==> src/rtl/flex_sr_deser.sv <==
// Serial-to-parallel deserializer: frames NUM_BITS-bit words from a bit stream
// and presents each completed word on a valid/ready port with a sticky overrun flag.
module flex_sr_deser #(
  parameter int NUM_BITS  = 8,
  parameter int SHIFT_MSB = 0
) (
  input  logic                        clk,
  input  logic                        rst,
  input  logic                        clear,
  input  logic                        shift_enable,
  input  logic                        serial_in,
  input  logic                        word_ready,
  output logic [NUM_BITS-1:0]         parallel_out,
  output logic [NUM_BITS-1:0]         word_out,
  output logic                        word_valid,
  output logic [$clog2(NUM_BITS)-1:0] bit_count,
  output logic                        overrun
);

  localparam int             CW   = $clog2(NUM_BITS);
  localparam logic [CW-1:0]  LAST = CW'(NUM_BITS - 1);

  logic [NUM_BITS-1:0] shift_q, shift_d;
  logic [NUM_BITS-1:0] word_q, word_d;
  logic [CW-1:0]       count_q, count_d;
  logic                valid_q, valid_d;
  logic                overrun_q, overrun_d;
  logic [NUM_BITS-1:0] shift_val;
  logic                complete;

  always_comb begin
    if (SHIFT_MSB != 0) shift_val = {shift_q[NUM_BITS-2:0], serial_in};
    else                shift_val = {serial_in, shift_q[NUM_BITS-1:1]};
  end

  assign complete = shift_enable && (count_q == LAST);

  always_comb begin
    shift_d   = shift_q;
    count_d   = count_q;
    word_d    = word_q;
    valid_d   = valid_q;
    overrun_d = overrun_q;
    if (clear) begin
      // word_out deliberately survives a soft clear
      shift_d   = '0;
      count_d   = '0;
      valid_d   = 1'b0;
      overrun_d = 1'b0;
    end else begin
      if (shift_enable) begin
        shift_d = shift_val;
        count_d = complete ? '0 : count_q + CW'(1);
      end
      if (complete) begin
        if (!valid_q || word_ready) begin
          word_d  = shift_val;
          valid_d = 1'b1;
        end else begin
          overrun_d = 1'b1;
        end
      end else if (valid_q && word_ready) begin
        valid_d = 1'b0;
      end
    end
  end

  always_ff @(posedge clk) begin
    if (rst) begin
      shift_q   <= '0;
      count_q   <= '0;
      word_q    <= '0;
      valid_q   <= 1'b0;
      overrun_q <= 1'b0;
    end else begin
      shift_q   <= shift_d;
      count_q   <= count_d;
      word_q    <= word_d;
      valid_q   <= valid_d;
      overrun_q <= overrun_d;
    end
  end

  assign parallel_out = shift_q;
  assign word_out     = word_q;
  assign word_valid   = valid_q;
  assign bit_count    = count_q;
  assign overrun      = overrun_q;

endmodule
==> config.mk <==
export PLATFORM = sky130hd
export DESIGN_NAME = flex_sr_deser
export DESIGN_NICKNAME = d
export VERILOG_FILES = /design/src/rtl/flex_sr_deser.sv
export SDC_FILE = /design/constraint.sdc
export NUM_CORES = 1
export LEC_CHECK = 0
export CAP_MARGIN = 25
export CORE_ASPECT_RATIO = 1.1
export CORE_UTILIZATION = 30
export CTS_CLUSTER_SIZE = 30
export DETAILED_ROUTE_END_ITERATION = 10
export GPL_TIMING_DRIVEN = 0
export PLACE_DENSITY_LB_ADDON = 0.2
export REMOVE_ABC_BUFFERS = 1
export SLEW_MARGIN = 10
export SYNTH_ARGS = -nofsm -noshare
export SYNTH_HDL_FRONTEND = slang
export SYNTH_SLANG_ARGS = --single-unit
export TNS_END_PERCENT = 20
==> constraint.sdc <==
create_clock -name clk -period 1.9 [get_ports clk]
set_input_delay 0.285 -clock clk [delete_from_list [all_inputs] [get_ports clk]]
set_output_delay 0.285 -clock clk [all_outputs]
set_load 0.02 [all_outputs]
# After elaboration in Yosys (flattened, before gate mapping)
# Index checks and enable logic that the tools add are counted.
# totals
register_bits	21
inputBits	6
output_inout_bits	21
elab_cells	23
# op_classes
n_addsub	1
n_eq_ne	2
muxes	4
bitwise_logic	2
n_reduce_logical	9
# op_table
op	count
2-bit AND reduction	2
3-bit by 1-bit adder with 3-bit output (second input constant)	1
3-bit equality test (second input constant)	1
1-bit two-way mux	3
3-bit two-way mux	1
3-bit AND reduction	1
1-bit logical AND	2
2-bit by 1-bit != test with 1-bit output (second input constant)	1
1-bit inverter	2
2-bit nonzero test	1
2-bit OR reduction	1
1-bit zero test	1
1-bit logical OR	1

# Longest topological paths before layout
# Gate-level depths: netlist of run 1.
# logic_depth
word_depth	4
mapped_depth	5
mapped_depth_nobuf	5

# Worst setup path before layout of run 1
# No wires, ideal clock.
# synth_path
kind	register to register
from	reg count_q[0], in the netlist bit_count[0]
to	reg word_q[0], in the netlist word_out[0]
setup_time_ps	72
arrival_time_ps	1480
t_required_ps	1828
slack_ps	348
stages_incl_launch_ff	6
period_less_slack_ps	1552
cell_sequence	dfxtp_1 > ha_1 > ha_1 > nand2_2 > nor3_4 > mux2i_1
# synth_via
elab_chain_len	3
# synth_lines
item	line_no	text
from (decl)	25	logic [CW-1:0] count_q, count_d;
from (signal assigned)	77	count_q <= count_d;
3-bit equality test	36	assign complete = shift_enable && (count_q == LAST);
1-bit logical AND	36	
3-bit AND reduction (no source line)	-	
to (signal assigned)	78	word_q <= word_d;
to (decl)	24	logic [NUM_BITS-1:0] word_q, word_d;
# Every way passes these cells.
# A chain may end at the register's enable or synchronous reset.

# Worst setup path after layout of run 1
# layout_path
from	reg count_q[0], in the netlist bit_count[0]
to	reg word_q[1], in the netlist word_out[1]
# The elaborated chain is that of the path after synthesis.

==> results.sh, run 1 <==
export IMPL_status="finished clean"
export IMPL_portBuffers=26
export IMPL_crit_chain="ha_1 > ha_1 > nand2_2 > nor3_4 > mux2i_1"
export IMPL_gr_usage_all_layers=0.120
export IMPL_syn_area_per_cell_um2=10.3
export IMPL_power_switching_mw=0.149
export IMPL_finalNonFillerCells=144
export IMPL_worstHoldPathCells=2
export IMPL_syn_cell_area_um2=872
export IMPL_cts_buffer_depth=2
export IMPL_final_layout_size_suffix_gt1_frac=0.0541
export IMPL_slew_violations=0
export IMPL_die_h_um=58.6
export IMPL_root_buffer="clkbuf_4"
export IMPL_yosys_warnings=0
export IMPL_hold_viol=0
export IMPL_antenna_found_initial=0
export IMPL_netlist_instances=85
export IMPL_ys_seq_elements=21
export IMPL_relSlewSlack=0.518
export IMPL_firstDrtPassIters=4
export IMPL_antenna_cells=0
export IMPL_initial_core_util=0.317
export IMPL_cts_tree="yes"
export IMPL_vias_per_cell=4.54
export IMPL_grt_pass1_wl_um=2660
export IMPL_grt_max_degree=18
export IMPL_grt_pass1_vias=609
export IMPL_period_minus_slack_ns=1.67
export IMPL_final_common_cell="clkdlybuf4s50_1"
export IMPL_ys_types=16
export IMPL_clock_sinks=21
export IMPL_vias=654
export IMPL_max_slew_worst_pin_slew_ns=0.721
export IMPL_pwr_share_seq=0.636
export IMPL_cp_slowest_cell="nor3_4"
export IMPL_cts_clk_slew_worst_paths_ns=0.11
export IMPL_power_clock_fraction=0.294
export IMPL_switching_share=0.214
export IMPL_ir_worst_vdd_mv=0.265
export IMPL_synth_area_top_cells="dfxtp_1 48%, mux2i_1 20%, nand2b_1 11%"
export IMPL_seq_area_frac_synth=0.482
export IMPL_yosysTopAreaCell="dfxtp_1"
export IMPL_dp_slack_ns=-0.278
export IMPL_rsz0062_at_grt="false"
export IMPL_finalNetCount=120
export IMPL_n_fill_cell=278
export IMPL_route_detailed_drc=0
export IMPL_dp_cells=140
export IMPL_worst_slack_ns=0.232
export IMPL_tns_ns=0
export IMPL_final_cell_mix="25 x clkdlybuf4s50_1, 21 x dfxtp_1, 17 x mux2i_1, 16 x nand2b_1, 14 x nor2_1"
export IMPL_gp_congestion=0.663
export IMPL_path_class="flop to flop"
export IMPL_final_core_util=0.430
export IMPL_place_hpwl_um=1130
export IMPL_clk_latency_ns=0.29
export IMPL_hold_path_class="flop to flop"
export IMPL_cap_violations=0
export IMPL_cp_max_fo=8
export IMPL_areaGrowthSynthToFinish_pct=35.6
export IMPL_cts_htree_levels=1
export IMPL_wl_um=1570
export IMPL_fmax_ghz=0.600
export IMPL_synth_top_cell_area_share=0.482
export IMPL_row_count=20
export IMPL_pwr_share_comb=0.070
export IMPL_finClkSkew_ns=0.00204
export IMPL_power_density_mw_per_mm2=591
export IMPL_cp_end_kind="flop"
export IMPL_critPathLaunchType="flop"
export IMPL_cpMostUsedCell="ha_1"
export IMPL_initialDrtViolationCount=11
export IMPL_rr_worst_depth=5
export IMPL_io_pins=27
export IMPL_core_region_area_mm2=0.00275
export IMPL_power_internal_mw=0.550
export IMPL_crit_arrival_ns=1.89
export IMPL_cts_buffers=3
export IMPL_cellLeakagePower_nw=0.422
export IMPL_grt_overflow=0
export IMPL_die_width_um=53.4
export IMPL_slowest_delay_ns=0.47
export IMPL_finalCritPeriodShare=0.878
export IMPL_finalSetupViolCount=0
export IMPL_antenna_left=0
export IMPL_dieArea_mm2=0.00313
export IMPL_wl_per_cell_um=10.9
export IMPL_required_ns=2.12
[sequential cells by signal (all words and copies together), names as in the netlist]
signal and count:
bit_count 3, overrun 1, parallel_out 8, word_out 8
word_valid 1
[layer usage]
layer | routed length [µm] | up-vias | track usage
met5 | 0 | - | 0
met4 | 17 | 0 | 0.0789
met3 | 54 | 2 | 0.0233
met2 | 792 | 11 | 0.195
met1 | 704 | 312 | 0.140
li1 | - | 329 | -
[metrics by stage]
stage | hold slack (ns) | instance area [µm²] | total power [mW]
after floorplan | 0.426 | 852 | 0.475
after global routing | 0.508 | 1180 | 0.742
final | 0.482 | 1180 | 0.699
after CTS | 0.488 | 1180 | 0.716
after detailed placement | 0.468 | 1150 | 0.505
after global placement | 0.452 | 1150 | 0.504
[cell families (layout without fill, tap and decap cells)]
family                   count (synthesis)  after routing  share of synthesized area
adder cells (fa/ha/maj)                  2              2                     0.0287
multiplexers                            17             17                      0.195
AO/OA/AOI/OAI                            4              4                     0.0244
buffers and inverters                    4             30                     0.0230
AND/OR/NAND/NOR                         37             37                      0.247
flip-flops                              21             21                      0.482
[final timing paths]
| path | endpoint | from | slack [ns] |
|---|---|---|---|
| hold reg to reg | word_out[5] | word_out[5] | 0.48 |
| hold / removal | word_out[5] | word_out[5] | 0.48 |
| setup / recovery | word_out[1] | bit_count[0] | 0.23 |
| setup reg to reg | word_out[1] | bit_count[0] | 0.23 |
[power groups by stage]
stage	Clock, mW	Combinational (mW)	Sequential, mW
5_1_grt	0.243	0.0539	0.445
3_3_place_gp	0	0.0491	0.455
3_5_place_dp	0	0.0501	0.455
2_1_floorplan	0	0.0183	0.457
6_report	0.206	0.0491	0.444
4_1_cts	0.221	0.0504	0.445
[critical path: cells and delay by family (launching register included)]
family                   cells  cell delay (ns)
AND/OR/NAND/NOR              2             0.56
flip-flops                   1             0.39
adder cells (fa/ha/maj)      2             0.39
multiplexers                 1             0.26
[cell type report]
class	instances	area (µm²)	share of cell area
Multi-Input combinational cell	60	432	0.365
Clock buffer	4	26.3	0.0222
Sequential cell	21	420	0.356
Timing Repair Buffer	26	263	0.222
Tap cell	33	41.3	0.0349
[cells in the mapped netlist]
library cell,number
nor2b_1,2
nor3_4,1
nor2_1,14
mux2i_1,17
dfxtp_1,21
ha_1,2
or2_1,1
clkbuf_1,2
buf_2,1
nand2b_1,16
buf_4,1
a31oi_1,1
nand2_2,1
nor2b_4,1
and2b_1,1
a21oi_1,3
[repair_timing]
| action | in CTS | in global routing |
|---|---|---|
| endpoints found under the setup margin | 0 | 8 |
| setup buffers | 0 | 0 |
| hold buffers | 0 | 0 |
| gates resized for setup | 0 | 1 |
(Power assumes the default switching activity.)
==> inputs of run 2 (changes only) <==
- GPL_TIMING_DRIVEN: 0 -> 1
==> results.sh, run 2 (synthesis gave the netlist of run 1 again) <==
export IMPL_cts_tree="yes"
export IMPL_fmax_ghz=0.613
export IMPL_vias_per_cell=4.36
export IMPL_grt_overflow=0
export IMPL_postCtsSetupRepairBufs=0
export IMPL_power_density_mw_per_mm2=584
export IMPL_crit_chain="clkdlybuf4s50_1"
export IMPL_initial_core_util=0.317
export IMPL_die_width_um=53.4
export IMPL_crit_arrival_ns=1.35
export IMPL_row_count=20
export IMPL_vias=649
export IMPL_finalNonFillerCells=149
export IMPL_root_buffer="clkbuf_4"
export IMPL_cpLargestDelayFamily="buffers and inverters"
export IMPL_max_slew_worst_pin_slew_ns=0.422
export IMPL_ir_worst_vdd_mv=0.466
export IMPL_finClkSkew_ns=0.00266
export IMPL_cts_htree_levels=1
export IMPL_cellLeakagePower_nw=0.438
export IMPL_path_class="flop to output pin"
export IMPL_n_fill_cell=292
export IMPL_route_detailed_drc=0
export IMPL_grt_pass1_vias=620
export IMPL_final_layout_size_suffix_gt1_frac=0.0948
export IMPL_finalCritPeriodShare=0.858
export IMPL_cp_slowest_cell="clkdlybuf4s50_1"
export IMPL_hold_buffers=0
export IMPL_clock_sinks=21
export IMPL_slowest_delay_ns=0.63
export IMPL_rsz0062_at_grt="false"
export IMPL_dieArea_mm2=0.00313
export IMPL_path_buf_inv=1
export IMPL_tns_ns=0
export IMPL_place_hpwl_um=1280
export IMPL_antenna_cells=0
export IMPL_hold_path_class="flop to flop"
export IMPL_antenna_left=0
export IMPL_core_region_area_mm2=0.00275
export IMPL_die_h_um=58.6
export IMPL_final_cell_mix="26 x clkdlybuf4s50_1, 21 x dfxtp_1, 17 x mux2i_1, 16 x nand2b_1, 14 x nor2_1"
export IMPL_firstDrtPassIters=4
export IMPL_hold_viol=0
export IMPL_relSlewSlack=0.719
export IMPL_io_pins=27
export IMPL_cts_buffer_depth=2
export IMPL_critPathLaunchType="flop"
export IMPL_gp_congestion=0.712
export IMPL_cap_violations=0
export IMPL_clk_latency_ns=0.30
export IMPL_wl_per_cell_um=11.3
export IMPL_period_minus_slack_ns=1.63
export IMPL_status="finished clean"
export IMPL_dp_cells=145
export IMPL_slew_violations=0
export IMPL_areaGrowthSynthToFinish_pct=39.6
export IMPL_cp_end_kind="output pin"
export IMPL_gr_usage_all_layers=0.123
export IMPL_required_ns=1.62
export IMPL_finalNetCount=125
export IMPL_cts_buffers=3
export IMPL_post_cts_resized=0
export IMPL_cp_max_fo=4
export IMPL_wl_um=1690
export IMPL_final_common_cell="clkdlybuf4s50_1"
export IMPL_portBuffers=26
export IMPL_grt_max_degree=17
export IMPL_cts_clk_slew_worst_paths_ns=0.11
export IMPL_antenna_found_initial=0
export IMPL_finalSetupViolCount=0
export IMPL_initialDrtViolationCount=5
export IMPL_grt_pass1_wl_um=2730
[run 2: cell types whose count changed in the layout (fill, tap and decap cells not counted), sizes merged]
cell / change
clkdlybuf4s50: +1
buf: +5
dlymetal6s2s: -1
[run 2: worst paths after layout]
kind,end,from,slack [ns],cells after the start
hold reg to reg,word_out[5],word_out[5],0.48,2
setup reg to reg,word_out[6],bit_count[0],0.39,6
setup / recovery,parallel_out[5],parallel_out[5],0.27,1
hold / removal,word_out[5],word_out[5],0.48,2
[run 2: through the flow]
stage,area (µm²),power [mW],setup WS [ns],hold slack (ns),util
2_1_floorplan,852,0.475,0.348,0.426,-
4_1_cts,1220,0.722,0.256,0.483,0.442
5_1_grt,1220,0.738,0.224,0.497,0.442
6_report,1220,0.711,0.269,0.477,0.442
3_5_place_dp,1190,0.510,0.368,0.464,0.433
3_3_place_gp,1190,0.509,0.392,0.456,0.433
[run 2: area by class of cell]
cell class | instances | area (µm²) | area share
tap | 33 | 41.3 | 0.0339
clock buffer | 4 | 26.3 | 0.0216
timing repair buffer | 31 | 298 | 0.245
multi-input combinational | 60 | 432 | 0.355
sequential | 21 | 420 | 0.345
[run 2: power breakdown]
part | leakage, nW | internal [mW] | total [mW] | switching (mW)
combinational | 0.254 | 0.0293 | 0.0544 | 0.0250
sequential | 0.169 | 0.442 | 0.445 | 0.00224
clock | 0.0150 | 0.0818 | 0.212 | 0.130
total | 0.438 | 0.553 | 0.711 | 0.158
[run 2: metal layers]
metal / global-route usage / share of wire
met1: 0.146 / 0.49
met2: 0.195 / 0.45
met3: 0.0465 / 0.050
met4: 0.0564 / 0.014
met5: 0 / 0
